File: config.mk
export PLATFORM = sky130hd
export DESIGN_NAME = log2_iter
export DESIGN_NICKNAME = d
export VERILOG_FILES = /design/src/rtl/log2_pkg.sv /design/src/rtl/log2_lod.sv /design/src/rtl/log2_iter.sv
export SDC_FILE = /design/constraint.sdc
export NUM_CORES = 1
export LEC_CHECK = 0
export BUFFER_PORTS_ARGS = -buffer_cell sky130_fd_sc_hd__buf_2
export CORE_AREA = 5 5 145 147
export CTS_BUF_LIST = sky130_fd_sc_hd__clkbuf_2 sky130_fd_sc_hd__clkbuf_4 sky130_fd_sc_hd__clkbuf_8
export DETAILED_ROUTE_END_ITERATION = 10
export DIE_AREA = 0 0 150 152
export GPL_ROUTABILITY_DRIVEN = 0
export PLACE_DENSITY = 0.72
export SLEW_MARGIN = 10
export SYNTH_ARGS = -nofsm -noshare
export SYNTH_HDL_FRONTEND = slang
export SYNTH_SLANG_ARGS = --single-unit
File: constraint.sdc
create_clock -name clk_i -period 7.6 [get_ports clk_i]
set_input_delay 0.38 -clock clk_i [delete_from_list [all_inputs] [get_ports clk_i]]
set_output_delay 0.38 -clock clk_i [all_outputs]
set_load 0.05 [all_outputs]
File: src/rtl/log2_pkg.sv
// Shared types and width helpers for the iterative log2 unit.
package log2_pkg;

    typedef enum logic [1:0] {
        IDLE = 2'd0,
        NORM = 2'd1,
        ITER = 2'd2,
        DONE = 2'd3
    } state_t;

    // Bits needed to index n values, never less than one.
    function automatic int log2_w(input int n);
        return ($clog2(n) < 1) ? 1 : $clog2(n);
    endfunction

endpackage

File: src/rtl/log2_lod.sv
// Combinational leading-one detector: position of the highest set bit plus a zero flag.
module log2_lod
    import log2_pkg::*;
#(
    parameter  int DATA_W = 16,
    localparam int INT_W  = log2_w(DATA_W)
) (
    input  logic [DATA_W-1:0] data,
    output logic [INT_W-1:0]  pos,
    output logic              zero
);

    // Scan upward so the last set bit seen is the most significant one.
    always_comb begin
        pos  = {INT_W{1'b0}};
        zero = ~|data;
        for (int i = 0; i < DATA_W; i++) begin
            pos = data[i] ? INT_W'(i) : pos;
        end
    end

endmodule

File: src/rtl/log2_iter.sv
// Iterative fixed-point log2: leading-one normalisation, then one fraction bit per
// cycle by squaring the mantissa. Start/ready in, valid/ready out with backpressure.
module log2_iter
    import log2_pkg::*;
#(
    parameter  int DATA_W = 16,
    parameter  int FRAC_W = 16,
    localparam int INT_W  = log2_w(DATA_W)
) (
    input  logic              clk_i,
    input  logic              rst_i,
    input  logic              start_i,
    input  logic [DATA_W-1:0] data_i,
    output logic              ready_o,
    output logic              valid_o,
    input  logic              ready_i,
    output logic [INT_W-1:0]  y_int_o,
    output logic [FRAC_W-1:0] y_frac_o,
    output logic              err_o
);

    localparam int CNT_W = log2_w(FRAC_W + 1);
    localparam int PW    = 2 * DATA_W;

    state_t            state_r;
    logic [DATA_W-1:0] x_r;
    logic [DATA_W-1:0] m_r;
    logic [CNT_W-1:0]  cnt_r;
    logic [INT_W-1:0]  y_int_r;
    logic [FRAC_W-1:0] y_frac_r;
    logic              err_r;
    logic              ready_r;
    logic              valid_r;

    logic [INT_W-1:0]  lod_pos_s;
    logic              lod_zero_s;
    logic [INT_W-1:0]  shift_s;
    logic [DATA_W:0]   sq_top_s;

    log2_lod #(.DATA_W(DATA_W)) u_lod (
        .data (x_r),
        .pos  (lod_pos_s),
        .zero (lod_zero_s)
    );

    assign shift_s = INT_W'(DATA_W - 1) - lod_pos_s;

    // m*m is Q2.(2*DATA_W-2); keeping bits [2*DATA_W-1:DATA_W-1] is enough for either
    // renormalisation choice, the rest is truncated.
    assign sq_top_s = (DATA_W + 1)'((PW'(m_r) * PW'(m_r)) >> (DATA_W - 1));

    assign ready_o  = ready_r;
    assign valid_o  = valid_r;
    assign y_int_o  = y_int_r;
    assign y_frac_o = y_frac_r;
    assign err_o    = err_r;

    // Control FSM together with the datapath registers and registered outputs.
    always_ff @(posedge clk_i) begin
        if (rst_i) begin
            state_r  <= IDLE;
            x_r      <= {DATA_W{1'b0}};
            m_r      <= {DATA_W{1'b0}};
            cnt_r    <= {CNT_W{1'b0}};
            y_int_r  <= {INT_W{1'b0}};
            y_frac_r <= {FRAC_W{1'b0}};
            err_r    <= 1'b0;
            ready_r  <= 1'b1;
            valid_r  <= 1'b0;
        end else begin
            case (state_r)
                IDLE: begin
                    if (start_i) begin
                        x_r     <= data_i;
                        ready_r <= 1'b0;
                        state_r <= NORM;
                    end
                end
                NORM: begin
                    cnt_r    <= {CNT_W{1'b0}};
                    y_frac_r <= {FRAC_W{1'b0}};
                    if (lod_zero_s) begin
                        err_r   <= 1'b1;
                        y_int_r <= {INT_W{1'b0}};
                        valid_r <= 1'b1;
                        state_r <= DONE;
                    end else begin
                        err_r   <= 1'b0;
                        y_int_r <= lod_pos_s;
                        m_r     <= x_r << shift_s;
                        state_r <= ITER;
                    end
                end
                ITER: begin
                    // A square >= 2 yields a one bit and is halved back into [1,2).
                    y_frac_r <= FRAC_W'({y_frac_r, sq_top_s[DATA_W]});
                    m_r      <= sq_top_s[DATA_W] ? sq_top_s[DATA_W:1] : sq_top_s[DATA_W-1:0];
                    cnt_r    <= cnt_r + CNT_W'(1);
                    if (cnt_r == CNT_W'(FRAC_W - 1)) begin
                        valid_r <= 1'b1;
                        state_r <= DONE;
                    end
                end
                DONE: begin
                    if (ready_i) begin
                        valid_r <= 1'b0;
                        ready_r <= 1'b1;
                        state_r <= IDLE;
                    end
                end
                default: begin
                    valid_r <= 1'b0;
                    ready_r <= 1'b1;
                    state_r <= IDLE;
                end
            endcase
        end
    end

endmodule

# Word-level counts from Yosys, hierarchy flattened

Index checks and enable logic that the tools add are counted.

Bits of input ports: 20
Word-level logic and storage cells: 66
Bits in registers: 62
Output and inout bits: 23

Add/sub/neg operators: 2
Eq/ne operators: 9
Mux-type cells: 34
Multipliers: 1
Shift operators: 1
Reduce and logical (&&, ||, !) cells: 10

Operator list:

| cell                | number |
|---|---|
| $pmux 16 s2         | 2 |
| $mux 4              | 15 |
| $mul 16x16->32      | 1 |
| $mux 16             | 2 |
| $reduce_or 16->1    | 1 |
| $shl 16x4->16       | 1 |
| $pmux 5 s2          | 1 |
| $mux 1              | 8 |
| $ne 2x2->1 const B  | 4 |
| $pmux 2 s4          | 1 |
| $mux 2              | 3 |
| $reduce_and 3->1    | 2 |
| $add 5x1->5 const B | 1 |
| $eq 5x4->1 const B  | 1 |
| $eq 2x2->1 const B  | 2 |
| $reduce_and 2->1    | 2 |
| $reduce_and 4->1    | 1 |
| $reduce_bool 2->1   | 2 |
| $sub 4x4->4 const A | 1 |
| $pmux 1 s3          | 1 |
| $reduce_bool 3->1   | 1 |
| $eq 2x1->1 const B  | 1 |
| $logic_not 2->1     | 1 |
| $ne 2x1->1 const B  | 1 |
| $pmux 1 s2          | 1 |

# Depth between registers and ports, before layout

Depth after elaboration: 19
Depth in mapped cells: 27

# Cells and area by module

Synthesis repeated with hierarchy kept, for this count alone.

Cell total of the unflattened synthesis: 1268
Area, all modules: 10616.4 µm²

By module, submodules not included:

| module    | area each (µm²) | instances | cells each |
|---|---|---|---|
| log2_iter | 10455.0         | 1         | 1239 |
| log2_lod  | 161.4           | 1         | 29 |

# Least setup slack after synthesis

No wires, ideal clock.

Kind: register -> register
From: register m_r[1]
To: register m_r[14]
Data arrival time: 6.203 ns
Path slack: 1.317 ns
Path buffers: 2
Cell stages (with the launch flop): 23
Cells stage by stage: dfxtp_1 clkbuf_1 clkbuf_1 nand2_1 fa_1 fa_1 inv_1 fa_1 fa_1 fa_1 inv_1 fa_1 inv_1 ha_1 a21oi_2 o21ai_1 a32oi_1 nand3_2 a221oi_4 o21ai_4 a2111oi_0 o221ai_1 a211oi_2

Cells in the longest elaborated chain, start to end: 3

RTL lines:

| element                  | line            | RTL |
|---|---|---|
| start: declaration       | log2_iter.sv:27 | `logic [DATA_W-1:0] m_r;` |
| start signal: assignment | log2_iter.sv:63 | `m_r <= {DATA_W{1'b0}};` |
| start signal: assignment | log2_iter.sv:90 | `m_r <= x_r << shift_s;` |
| start signal: assignment | log2_iter.sv:97 | `m_r <= sq_top_s[DATA_W] ? sq_top_s[DATA_W:1] : sq_top_s[DATA_W-1:0];` |
| $mul 16x16->32           | log2_iter.sv:50 | `assign sq_top_s = (DATA_W + 1)'((PW'(m_r) * PW'(m_r)) >> (DATA_W - 1));` |
| $mux 16                  | log2_iter.sv:97 |  |
| $pmux 16 s2              | log2_iter.sv:71 | `case (state_r)` |

No other way between the ends.
A chain may end at the register's enable or synchronous reset.

# Worst setup path after layout

From: register m_r[3]
To: register m_r[14]

The elaborated chain is that of the path after synthesis.

==> reports/results.ini <==
[outcome]
status=complete, no violations

[clock_tree]
cts_max_level=3
cts.sinks=62
cts_root_buffer=clkbuf_8
post_cts_buffers=0
numCtsBuffers=9
clockBufferDepth=2
ctsHoldBuffers=0
clk_latency_ns=0.36
cts_tree=built
path_clk_slew_ns=0.08
cts_resized=0

[final_layout]
fin_nets=1569
antenna_cells=0
syn_to_final_growth_pct=6.15
n_fill_cell=1848
multi_input_area_um2=8160
regArea_um2=1240
drive_above_1_share=0.0841

[drt]
firstDrtPassIters=5
drt-total-wl_um=24000
viasPerCell=5.43
first_iter_violations=550
vias=8433
ant_nets=0
post-route-drc-count=0
wl_per_cell_um=15.4

[global_route]
grt_remaining_overflow=0
antenna_found_initial=0
grt_pass1_wl_um=41500
grt_start_max_net_pins=67
grt_pass1_vias=8671
track_usage=0.220

[sta]
tightest_slew_ns=0.854
max_freq_ghz=0.141
fin_crit_ns=7.10
setup_violations=0
final.setup_skew_ns=0.0133
fin_crit_sh=0.934
whs_ns=0.254
hold_viol=0
slew_viol_final=0
tns_ns=0
relSlewSlack=0.430
rsz0062_at_grt=false

[power]
power.share.sequential=0.159
p_sw_frac=0.561
p_leak_uw=0.00594
p_int_uw=1630
p_per_area_nw_per_um2=329
pwr-share-comb=0.758
p_clk_frac=0.083
peakVddDrop_uv=331
switching_power_uw=2080

[synthesis]
syn_inst=1263
ys_top_cells_by_area=fa_1 (30%), ha_1 (13%), dfxtp_1 (12%)
synth_warnings=0
synth_edf_count=0
avgSynthCellArea_um2=8.40
ys.flop_type=dfxtp_1
ys_types=72
ys_ff_latch=62
yosys.area.top_type=fa_1
synth_area_um2=10600
yosysTopAreaCellShare=0.304
synth_fp_nets=1553
synthArstFlopShare=0
yosysSeqAreaShare=0.117

[worst_setup_path]
r2r_cells=23
required_ns=7.88
critPathLaunchType=flop
cp_max_fo=22
path_class=reg -> reg
r2r_setup_slack_ns=0.50
end_kind=flop
cp_data_arrival_time_ns=7.37

[floorplanning]
start_util=0.536
die-area_um2=22800
core_um2=19800
io_pins=43
rows=52
fp.dieH_um=152
die_w_um=150

[worst_hold_path]
whs_path_depth=3
hp-class=in -> reg

[placed_design]
hpwl_um=19200
portBuffers=42

[job]
maxCapViolCount=0

-- power by group through the flow --
stage	sequential [uW]	combinational [uW]	clock (uW)
5_1_grt	604	3190	329
6_report	589	2810	308
3_3_place_gp	587	2760	0
2_1_floorplan	505	2140	0
4_1_cts	583	2830	313
3_5_place_dp	591	2790	0
-- metal layers --
| metal | global-route usage | share of wire |
|---|---|---|
| met5 | 0 | 0 |
| met4 | 0.0601 | 0.021 |
| met3 | 0.0268 | 0.048 |
| met2 | 0.367 | 0.49 |
| met1 | 0.303 | 0.44 |
-- state kept, by name (all words and copies together), names as in the netlist --
| name | cells |
|---|---|
| m_r | 16 |
| x_r | 16 |
| y_frac_o | 16 |
| cnt_r | 5 |
| y_int_o | 4 |
| state_r | 2 |
| err_o | 1 |
| ready_o | 1 |
| valid_o | 1 |
-- area by class of cell --
class / count / share of cell area
timing repair buffer: 58 / 0.0293
clock inverter: 6 / 0.00622
tap: 270 / 0.0300
sequential: 62 / 0.110
multi-input combinational: 886 / 0.725
inverter: 262 / 0.0874
clock buffer: 10 / 0.0122
-- synth_stat cells, drive strengths merged, types with 3 or more instances --
library cell	count
a21o	12
clkbuf	40
nor2b	9
nor4	8
xnor2	14
mux2	7
nand3	30
a221oi	6
nand4	8
inv	261
o31ai	6
and3	5
mux2i	22
nor2	79
o221ai	3
a21oi	74
o211ai	4
a31oi	7
buf	13
a211oi	19
a311oi	3
xor2	10
fa	161
and2	39
dfxtp	62
a211o	3
or3	3
ha	109
a22oi	4
nand2	158
o22ai	4
o21ai	27
nor3	14
nand2b	5
or2	5
-- placed cells by master, fill, tap and decap left out, types with 29 or more instances in the layout --
cell and count:
and2_1 39, a21oi_1 69, buf_2 42, nand3_1 29
fa_1 161, ha_1 109, dfxtp_1 62, nand2_1 158
inv_1 261, nor2_1 79
-- worst max-delay path, stage by stage, from the launching register on --
cell	delay [ns]
dfxtp_1	0.74
inv_1	0.31
nor2_1	0.25
ha_1	0.30
xor2_1	0.19
fa_1	0.53
inv_1	0.05
fa_1	0.48
fa_1	0.47
fa_1	0.52
inv_1	0.05
fa_1	0.47
inv_1	0.05
ha_1	0.36
a211oi_1	0.28
o21ai_0	0.13
a21o_1	0.21
a211oi_1	0.29
or3_1	0.22
a211oi_2	0.08
buf_4	0.22
a2111oi_0	0.40
o221ai_1	0.17
a211oi_2	0.23
-- per-stage QoR --
step | std cells | total power, uW | instance area [um2] | setup WS, ns | utilization
2_1_floorplan | 1263 | 2640 | 10600 | 1.32 | -
3_3_place_gp | 1538 | 3350 | 11000 | 0.603 | 0.559
3_5_place_dp | 1538 | 3380 | 11000 | 0.543 | 0.559
4_1_cts | 1554 | 3720 | 11300 | 0.502 | 0.569
5_1_grt | 1554 | 4120 | 11300 | 0.0644 | 0.569
6_report | 1554 | 3710 | 11300 | 0.504 | 0.569
-- logic make-up after synthesis --
logic type / Yosys count / share of synthesized area
multiplexers: 29 / 0.0282
adder cells (fa/ha/maj): 270 / 0.433
flip-flops: 62 / 0.117
AO/OA/AOI/OAI: 196 / 0.132
buffers and inverters: 315 / 0.114
XOR/XNOR: 24 / 0.0198
AND/OR/NAND/NOR: 367 / 0.157
-- worst paths after layout --
| check | to | from |
|---|---|---|
| worst max-delay path | m_r[14] | m_r[3] |
| worst min-delay path | x_r[10] | data_i[10] |
| worst max register to register | m_r[14] | m_r[3] |
| worst min register to register | y_frac_o[15] | y_frac_o[15] |
No activity file was read; power rests on OpenSTA's default activity.
